### src/rtl/spi_link_pkg.sv
// Shared definitions for the 3-wire serial display link (transmitter and receiver).
package spi_link_pkg;

    localparam int WORD_W_DEF = 18;

    typedef enum logic {
        IDLE  = 1'b0,
        SHIFT = 1'b1
    } state_e;

    // Width needed to index n items; never returns 0 so widths stay legal.
    function automatic int clog2(input int n);
        int w;
        w = 0;
        while ((1 << w) < n) w++;
        return (w < 1) ? 1 : w;
    endfunction

endpackage

### src/rtl/spi_rx_fifo.sv
// Small first-word-fall-through FIFO for received words; DEPTH must be a power of 2.
module spi_rx_fifo
    import spi_link_pkg::*;
#(
    parameter int WIDTH = 18,
    parameter int DEPTH = 4
) (
    input  logic             clk_i,
    input  logic             rst_ni,
    input  logic             push_i,
    input  logic [WIDTH-1:0] din_i,
    input  logic             pop_i,
    output logic [WIDTH-1:0] dout_o,
    output logic             full_o,
    output logic             empty_o
);

    localparam int AW = clog2(DEPTH);

    logic [DEPTH-1:0][WIDTH-1:0] mem_q;
    logic [AW:0]                 wr_ptr_q, rd_ptr_q;
    logic                        do_push, do_pop;

    assign empty_o = (wr_ptr_q == rd_ptr_q);
    assign full_o  = (wr_ptr_q[AW] != rd_ptr_q[AW]) && (wr_ptr_q[AW-1:0] == rd_ptr_q[AW-1:0]);
    assign dout_o  = mem_q[rd_ptr_q[AW-1:0]];

    // A pop on the same cycle frees the slot, so a push while full still lands.
    assign do_pop  = pop_i && !empty_o;
    assign do_push = push_i && (!full_o || do_pop);

    always_ff @(posedge clk_i or negedge rst_ni) begin
        if (!rst_ni) begin
            mem_q    <= '0;
            wr_ptr_q <= '0;
            rd_ptr_q <= '0;
        end else begin
            if (do_push) begin
                mem_q[wr_ptr_q[AW-1:0]] <= din_i;
                wr_ptr_q                <= wr_ptr_q + 1'b1;
            end
            if (do_pop) rd_ptr_q <= rd_ptr_q + 1'b1;
        end
    end

endmodule

### src/rtl/spi_display_rx.sv
// Oversampling receiver for the CSX/SCL/SDA display link; LSB-first words out on valid/ready.
// Define SPI_RX_FIFO_EN to replace the single holding register with an spi_rx_fifo.
module spi_display_rx
    import spi_link_pkg::*;
#(
    parameter int WORD_W = WORD_W_DEF,
    parameter int SYNC_N = 2,
    parameter int FIFO_D = 4
) (
    input  logic              CLK,
    input  logic              RESX,
    input  logic              CSX,
    input  logic              SCL,
    input  logic              SDA,
    output logic [WORD_W-1:0] DATA,
    output logic              VALID,
    input  logic              READY,
    output logic              BUSY,
    output logic              FRAME_ERR,
    output logic              OVERRUN
);

    localparam int BC_W = clog2(WORD_W);

    if (SYNC_N < 2 || FIFO_D < 2 || (FIFO_D & (FIFO_D - 1)) != 0) begin : g_param_chk
        $error("spi_display_rx: SYNC_N must be >= 2 and FIFO_D a power of 2 >= 2");
    end

    logic [SYNC_N-1:0] csx_sync_q, scl_sync_q, sda_sync_q;
    logic              scl_d_q;
    logic              csx_s, scl_s, sda_s, rise;

    state_e            state_q, state_d;
    logic [BC_W-1:0]   bitcnt_q, bitcnt_d;
    logic [WORD_W-1:0] shreg_q, shreg_d;
    logic              push_q, push_d;
    logic              ferr_q, ferr_d;
    logic              ovr_q, ovr_d;

    assign csx_s = csx_sync_q[SYNC_N-1];
    assign scl_s = scl_sync_q[SYNC_N-1];
    assign sda_s = sda_sync_q[SYNC_N-1];
    assign rise  = scl_s & ~scl_d_q;

    // Equal-depth chains keep SDA aligned with the SCL edge it belongs to.
    always_ff @(posedge CLK or negedge RESX) begin
        if (!RESX) begin
            csx_sync_q <= '1;
            scl_sync_q <= '0;
            sda_sync_q <= '0;
            scl_d_q    <= 1'b0;
        end else begin
            csx_sync_q <= {csx_sync_q[SYNC_N-2:0], CSX};
            scl_sync_q <= {scl_sync_q[SYNC_N-2:0], SCL};
            sda_sync_q <= {sda_sync_q[SYNC_N-2:0], SDA};
            scl_d_q    <= scl_s;
        end
    end

    always_comb begin
        state_d  = state_q;
        bitcnt_d = bitcnt_q;
        shreg_d  = shreg_q;
        push_d   = 1'b0;
        ferr_d   = 1'b0;
        case (state_q)
            IDLE: begin
                if (!csx_s) begin
                    state_d  = SHIFT;
                    bitcnt_d = '0;
                end
            end
            SHIFT: begin
                // CSX release wins over a coincident rise; a partial word is discarded.
                if (csx_s) begin
                    state_d  = IDLE;
                    ferr_d   = (bitcnt_q != '0);
                    bitcnt_d = '0;
                end else if (rise) begin
                    shreg_d[bitcnt_q] = sda_s;
                    if (bitcnt_q == BC_W'(WORD_W - 1)) begin
                        bitcnt_d = '0;
                        push_d   = 1'b1;
                    end else begin
                        bitcnt_d = bitcnt_q + 1'b1;
                    end
                end
            end
            default: state_d = IDLE;
        endcase
    end

    always_ff @(posedge CLK or negedge RESX) begin
        if (!RESX) begin
            state_q  <= IDLE;
            bitcnt_q <= '0;
            shreg_q  <= '0;
            push_q   <= 1'b0;
            ferr_q   <= 1'b0;
            ovr_q    <= 1'b0;
        end else begin
            state_q  <= state_d;
            bitcnt_q <= bitcnt_d;
            shreg_q  <= shreg_d;
            push_q   <= push_d;
            ferr_q   <= ferr_d;
            ovr_q    <= ovr_d;
        end
    end

    assign BUSY      = (state_q == SHIFT);
    assign FRAME_ERR = ferr_q;
    assign OVERRUN   = ovr_q;

    // push_q marks the cycle after completion; shreg_q then holds the whole word.
`ifdef SPI_RX_FIFO_EN
    logic full, empty, pop;

    assign pop   = !empty && READY;
    assign VALID = !empty;
    assign ovr_d = ovr_q | (push_q && full && !pop);

    spi_rx_fifo #(
        .WIDTH (WORD_W),
        .DEPTH (FIFO_D)
    ) u_fifo (
        .clk_i   (CLK),
        .rst_ni  (RESX),
        .push_i  (push_q),
        .din_i   (shreg_q),
        .pop_i   (pop),
        .dout_o  (DATA),
        .full_o  (full),
        .empty_o (empty)
    );
`else
    logic [WORD_W-1:0] data_q, data_d;
    logic              valid_q, valid_d;

    always_comb begin
        data_d  = data_q;
        valid_d = valid_q;
        ovr_d   = ovr_q;
        if (push_q) begin
            if (valid_q && !READY) begin
                ovr_d = 1'b1;
            end else begin
                data_d  = shreg_q;
                valid_d = 1'b1;
            end
        end else if (valid_q && READY) begin
            valid_d = 1'b0;
        end
    end

    always_ff @(posedge CLK or negedge RESX) begin
        if (!RESX) begin
            data_q  <= '0;
            valid_q <= 1'b0;
        end else begin
            data_q  <= data_d;
            valid_q <= valid_d;
        end
    end

    assign DATA  = data_q;
    assign VALID = valid_q;
`endif

endmodule

### config.mk
export PLATFORM = sky130hd
export DESIGN_NAME = spi_display_rx
export DESIGN_NICKNAME = d
export VERILOG_FILES = /design/src/rtl/spi_link_pkg.sv /design/src/rtl/spi_rx_fifo.sv /design/src/rtl/spi_display_rx.sv
export SDC_FILE = /design/constraint.sdc
export NUM_CORES = 1
export LEC_CHECK = 0
export CAP_MARGIN = 5
export CORE_MARGIN = 4
export CORE_UTILIZATION = 59
export DETAILED_ROUTE_END_ITERATION = 8
export PLACE_DENSITY = 0.84
export REMOVE_ABC_BUFFERS = 1
export SKIP_CTS_REPAIR_TIMING = 1
export SLEW_MARGIN = 20
export SYNTH_ARGS = -nofsm -noshare
export SYNTH_HDL_FRONTEND = slang
export SYNTH_SLANG_ARGS = --single-unit
### constraint.sdc
create_clock -name CLK -period 2.34 [get_ports CLK]
set_input_delay 0.351 -clock CLK [delete_from_list [all_inputs] [get_ports CLK]]
set_output_delay 0.351 -clock CLK [all_outputs]
set_load 0.1 [all_outputs]
==> results.sh <==
export IMPL_cp_required_ns=2.52
export IMPL_grt_use_met3_pct=4.75
export IMPL_powerDensity_nw_per_um2=620
export IMPL_path_class="flop to flop"
export IMPL_rows=22
export IMPL_cts_sinks=53
export IMPL_route_detailed_drc=0
export IMPL_total_power_mw=1.63
export IMPL_clkTransAtPathRegs_ns=0.08
export IMPL_final_util_pct=71.3
export IMPL_worstPathArrival_ns=1.87
export IMPL_finalClockSkew_ns=0.00292
export IMPL_insertion_delay_ns=0.30
export IMPL_drt_total_wl_um=3710
export IMPL_fp_dieArea_um2=4900
export IMPL_cts_root_buffer="clkbuf_8"
export IMPL_synth_warnings=0
export IMPL_hpwl_um=2660
export IMPL_grt_pass1_vias=1382
export IMPL_dpl_cell_area_um2=2510
export IMPL_ant_nets=0
export IMPL_syn_area_um2=2270
export IMPL_grt_setup_unrepaired="no"
export IMPL_synth_seq_cells=53
export IMPL_yosysSeqAreaShare_pct=58.6
export IMPL_cts_buffers=5
export IMPL_gp_congestion=0.815
export IMPL_ioPinCount=28
export IMPL_grt_pass1_wl_um=6420
export IMPL_r2r_start="scl_d_q"
export IMPL_cts_tree="done"
export IMPL_cap_violations=0
export IMPL_yosysTopAreaCell="dfrtp_1"
export IMPL_grtUsageTotal_pct=16.7
export IMPL_r2r_end="shreg_q[4]"
export IMPL_leakage_nw=1.33
export IMPL_cp_slowest_stage_delay_ns=0.50
export IMPL_grt_max_degree=54
export IMPL_yosysTopAreaCellShare_pct=56.3
export IMPL_rr_worst_depth=4
export IMPL_fp_coreArea_um2=3690
export IMPL_finalCritPeriodShare_pct=71.9
export IMPL_relSlewSlack_pct=63.9
export IMPL_area_delta_synth_final_pct=15.9
export IMPL_synthTopCellsByArea="dfrtp_1 (56%), mux2_4 (6.6%), mux2_1 (6.5%)"
export IMPL_syn_mean_instance_area_um2=14.4
export IMPL_setup_viol=0
export IMPL_die_width_um=70.0
export IMPL_synthCells=157
export IMPL_die_y_um=70.0
export IMPL_outcome="finished, final reports clean"
export IMPL_cts_max_level=2
export IMPL_max_freq_mhz=595
export IMPL_vias=1310
export IMPL_grt_busiest_layer="met2"
export IMPL_worstMarginPinSlew_ns=0.541
export IMPL_cp_max_fo=10
export IMPL_drive_above_1_share_pct=35.6
export IMPL_io_buffer_count=27
export IMPL_hold_viol=0
export IMPL_critPathLaunchType="flop"
export IMPL_fin_crit_ns=1.68
export IMPL_routed_via_density=5.55
export IMPL_path_cells="and4bb_1 -> buf_4 -> nand3_1 -> mux2_1"
export IMPL_dr_pass1_iters=4
export IMPL_drtIter0Drc=73
export IMPL_antenna_found_initial=0
export IMPL_wl_per_cell_um=15.7
export IMPL_place_inst=228
export IMPL_design_area_um2=2630
export IMPL_cts_path_max_buffers=2
export IMPL_final_max_slew_viol_count=0
export IMPL_ir_worst_vdd_uv=477
export IMPL_grt_ovfl_total=0
export IMPL_stdcell_count=236
export IMPL_final_common_cell="dfrtp_1"
export IMPL_critPathCaptureType="flop"
export IMPL_antenna_cells=0
export IMPL_fin_nets=197
export IMPL_met1_usage_pct=20.3
export IMPL_met2_usage_pct=28.1
export IMPL_final_cell_mix="dfrtp_1 (51), buf_4 (23), nand3_1 (16)"
export IMPL_hold_path_class="input port to asynchronous set/reset pin"
export IMPL_yosys_cell_types_count=35
export IMPL_crit_slowest_cell="and4bb_1"
export IMPL_r2r_slack_ns=0.66
export IMPL_setup_tns_final_ns=0
export IMPL_start_util_pct=61.5
## cell type report
class	instances	area, um^2
Sequential cell	53	1330
Clock buffer	7	86.3
Tap cell	48	60.1
Clock inverter	1	30.0
Inverter	8	30.0
Fill cell	253	1060
Timing Repair Buffer	29	238
Multi-Input combinational cell	90	857
## through the flow
stage,worst slack [ns],hold WS (ns)
3_3_place_gp,0.588,0.334
2_1_floorplan,0.0643,0.0554
6_report,0.658,0.0291
4_1_cts,0.652,0.0350
5_1_grt,0.579,0.0324
3_5_place_dp,0.516,0.337
## worst max-delay path by stage
stage,endpoint,depth (start not counted),slack [ns],start
3_3_place_gp,DATA[11],4,0.59,READY
2_1_floorplan,shreg_q[17],3,0.06,BUSY
3_5_place_dp,DATA[11],4,0.52,READY
6_report,shreg_q[4],4,0.66,scl_d_q
4_1_cts,shreg_q[4],4,0.65,scl_d_q
5_1_grt,shreg_q[13],4,0.58,scl_d_q
## state kept, by name (all words and copies together) (netlist names), 2 cells and up
| register | cells |
|---|---|
| DATA | 18 |
| bitcnt_q | 5 |
| csx_sync_q | 2 |
| scl_sync_q | 2 |
| sda_sync_q | 2 |
| shreg_q | 18 |
## logic make-up after synthesis
logic type               Yosys count  synth area share, %
buffers and inverters             14                 3.64
AND/OR/NAND/NOR                   41                 13.2
multiplexers                      37                 20.0
flip-flops                        53                 58.6
AO/OA/AOI/OAI                      8                 2.43
adder cells (fa/ha/maj)            4                 2.21
## power by group
part | internal (mW) | total [mW] | switching, mW
Clock | 0.348 | 0.617 | 0.268
Combinational | 0.0246 | 0.0683 | 0.0437
Sequential | 0.932 | 0.945 | 0.0131
Total | 1.30 | 1.63 | 0.325
## critical path: cells and delay by family, from the launching register on
kind | cells | cell delay [ns]
simple gates | 2 | 0.60
mux | 1 | 0.34
buf+inv | 1 | 0.24
flops | 1 | 0.39
## cells in the mapped netlist, drive strengths merged
library cell	n
dfrtp	51
mux2	36
nand3	19
inv	8
buf	5
ha	4
nand2	3
nand4	3
nor2b	3
nor3b	3
o211ai	3
a21oi	2
dfstp	2
nand2b	2
and2b	1
and3	1
and3b	1
and4b	1
and4bb	1
clkbuf	1
mux2i	1
nand3b	1
nand4bb	1
nor3	1
o21bai	1
o22ai	1
o311ai	1
## per-layer routing
metal | routed length [um] | up-vias | part of all wire (%)
li1 | - | 623 | -
met1 | 1580 | 649 | 42
met2 | 1890 | 31 | 51
met3 | 175 | 7 | 4.7
met4 | 68 | 0 | 1.8
met5 | 0 | - | 0
Power figures use the tool's default switching activity.
==> RTL change: new RTL, same settings <==
The output `FRAME_ERR` loses its register stage (`ferr_q` becomes a continuous assignment).
--- a/src/rtl/spi_display_rx.sv
+++ b/src/rtl/spi_display_rx.sv
@@ -97,5 +97,4 @@
             shreg_q  <= '0;
             push_q   <= 1'b0;
-            ferr_q   <= 1'b0;
             ovr_q    <= 1'b0;
         end else begin
@@ -104,8 +103,9 @@
             shreg_q  <= shreg_d;
             push_q   <= push_d;
-            ferr_q   <= ferr_d;
             ovr_q    <= ovr_d;
         end
     end
+
+    assign ferr_q = ferr_d;
 
     assign BUSY      = (state_q == SHIFT);
Formal check against the unedited RTL: not equivalent (Yosys sat finds a counterexample within 4 cycles, from zero or initial values).
==> RTL change against the unedited design <==
Non-clock buffer count unchanged. Setup slack got worse by 0.29 ns. Area after synthesis decreased by 1.1%. Total power decreased by 7.0%. Final cell count decreased by 0.42%. Design area decreased by 1.3%. Clock power decreased by 16%. Sequential cell count decreased by 1. First-iteration DRC count increased by 25%. Wire length decreased by 0.51%. Highest routed layer unchanged.
==> RTL change: results (changes against the unedited design) <==
met3 wire len=214 um (+22%); pin count of the biggest net entering global routing=53 (-1.9%); warnings from Yosys=0 (unchanged); Detail Route met2 WL=1760 um (-7.2%); Slew HR=0.652 (+0.0124); GRT Util Overall=0.168 (+0.00124); clk_skew=0.00670 ns (+0.00377 ns); initial antenna violation count=0 (unchanged); VDD IR max=0.000456 V (-4.2%); dominant cells by area after synthesis=dfrtp_1 56%, mux2_4 6.7%, mux2_1 6.5%; Inst Count DP=227 (-0.44%); root buf cell=clkbuf_8; via count=1298 (-0.92%); Clock Tree Buf Depth=2 (unchanged); clock insertion delay at the later pin of the skew report=0.30 ns (about the same); Final HPWL DP=2590 um (-2.6%); gpl congestion=0.832 (+2.1%); ANT cells=0 (unchanged); asr flop ratio synth=1.00 (unchanged); Synth cell types=35 (unchanged); Mean Syn Cell Area=14.4 um^2 (-0.47%); DR top layer=met4; cell leakage power=0.00130 uW (-1.9%); register area share after synthesis=0.581 (-0.00462); Tightest Hold Check Type=in -> async; port bufs=27 (unchanged); CTS HTree Levels=2 (unchanged); total CTS buffers=5 (unchanged); Post-Route M1 WL=1650 um (+4.7%); status=complete, no violations; drt initial violations=91 (+25%); nets=196 (-0.51%); clk slew on worst S/H paths=0.09 ns; Critical Path Fanout Max=6 (-4); Pre-Repair DR Iteration Count=4 (unchanged); max incr delay on CP=0.40 ns (-0.10 ns); final WL=3690 um (-0.51%); Placed Area=2500 um^2 (-0.50%); first-pass GRT wire length=6380 um (-0.65%); worst endpoint data arrival time=1.62 ns (-0.25 ns); most frequent cells after synthesis=50 x dfrtp_1, 16 x nand3_1, 13 x mux2_1, 13 x mux2_2, 10 x mux2_4; routed vias/inst=5.52 (-0.49%); slowest stage cell, crit path=dfrtp_1; layout cells sized above 1=0.358 (+0.00191)
RTL change: cell count changes in the layout (fill, tap and decap cells not counted):
cell / change
buf_12: +1
buf_4: -1
bufinv_16: -1
clkinvlp_4: +1
dfrtp_1: -1
RTL change: final timing paths:
path / start / end / slack [ns] / cells past startpoint
worst max-delay path: bitcnt_q[0] / FRAME_ERR / 0.37 / 4
worst min-delay path: RESX / VALID / 0.03 / 2
worst max register to register: scl_d_q / shreg_q[17] / 0.67 / 4
worst min register to register: csx_sync_q[0] / csx_sync_q[1] / 0.36 / 0
max in group asynchronous: RESX / csx_sync_q[1] / 2.04 / 2
min in group CLK: csx_sync_q[0] / csx_sync_q[1] / 0.36 / 0
RTL change: cell type report:
class,count,area [um^2]
Multi-Input combinational cell,90,857
Clock inverter,1,7.51
Sequential cell,52,1300
Fill cell,254,1070
Timing Repair Buffer,29,250
Clock buffer,7,86.3
Tap cell,48,60.1
Inverter,8,30.0
RTL change: where the power goes:
| part | switching [uW] | internal, uW | leakage, uW |
|---|---|---|---|
| logic | 44.5 | 25.6 | 0.000553 |
| clock network | 277 | 240 | 0.0000445 |
| registers | 13.1 | 914 | 0.000703 |
RTL change: logic make-up after synthesis:
logic type,after synthesis,synth area share
flip-flops,52,0.581
AO/OA/AOI/OAI,8,0.0245
AND/OR/NAND/NOR,41,0.133
buffers and inverters,14,0.0368
multiplexers,37,0.202
adder cells (fa/ha/maj),4,0.0223
RTL change: worst max-delay path: cells and delay by family, from the launching register on:
family	cells	cell delay [ns]
DFF	1	0.40
adders and majority gates	1	0.31
buffers and inverters	2	0.32
AOI/OAI and AO/OA	1	0.28
RTL change: per-layer routing:
layer / track usage / vias to the layer above
met5: 0 / -
met4: 0.0638 / 0
met3: 0.0536 / 8
met2: 0.252 / 35
met1: 0.229 / 642
li1: - / 613
RTL change: metrics by stage:
stage | setup WS, ns | hold WS [ns]
after global placement | 0.586 | 0.335
final | 0.368 | 0.0303
after CTS | 0.360 | 0.0318
after floorplan | -0.556 | 0.0554
after detailed placement | 0.530 | 0.336
after global routing | 0.277 | 0.0308
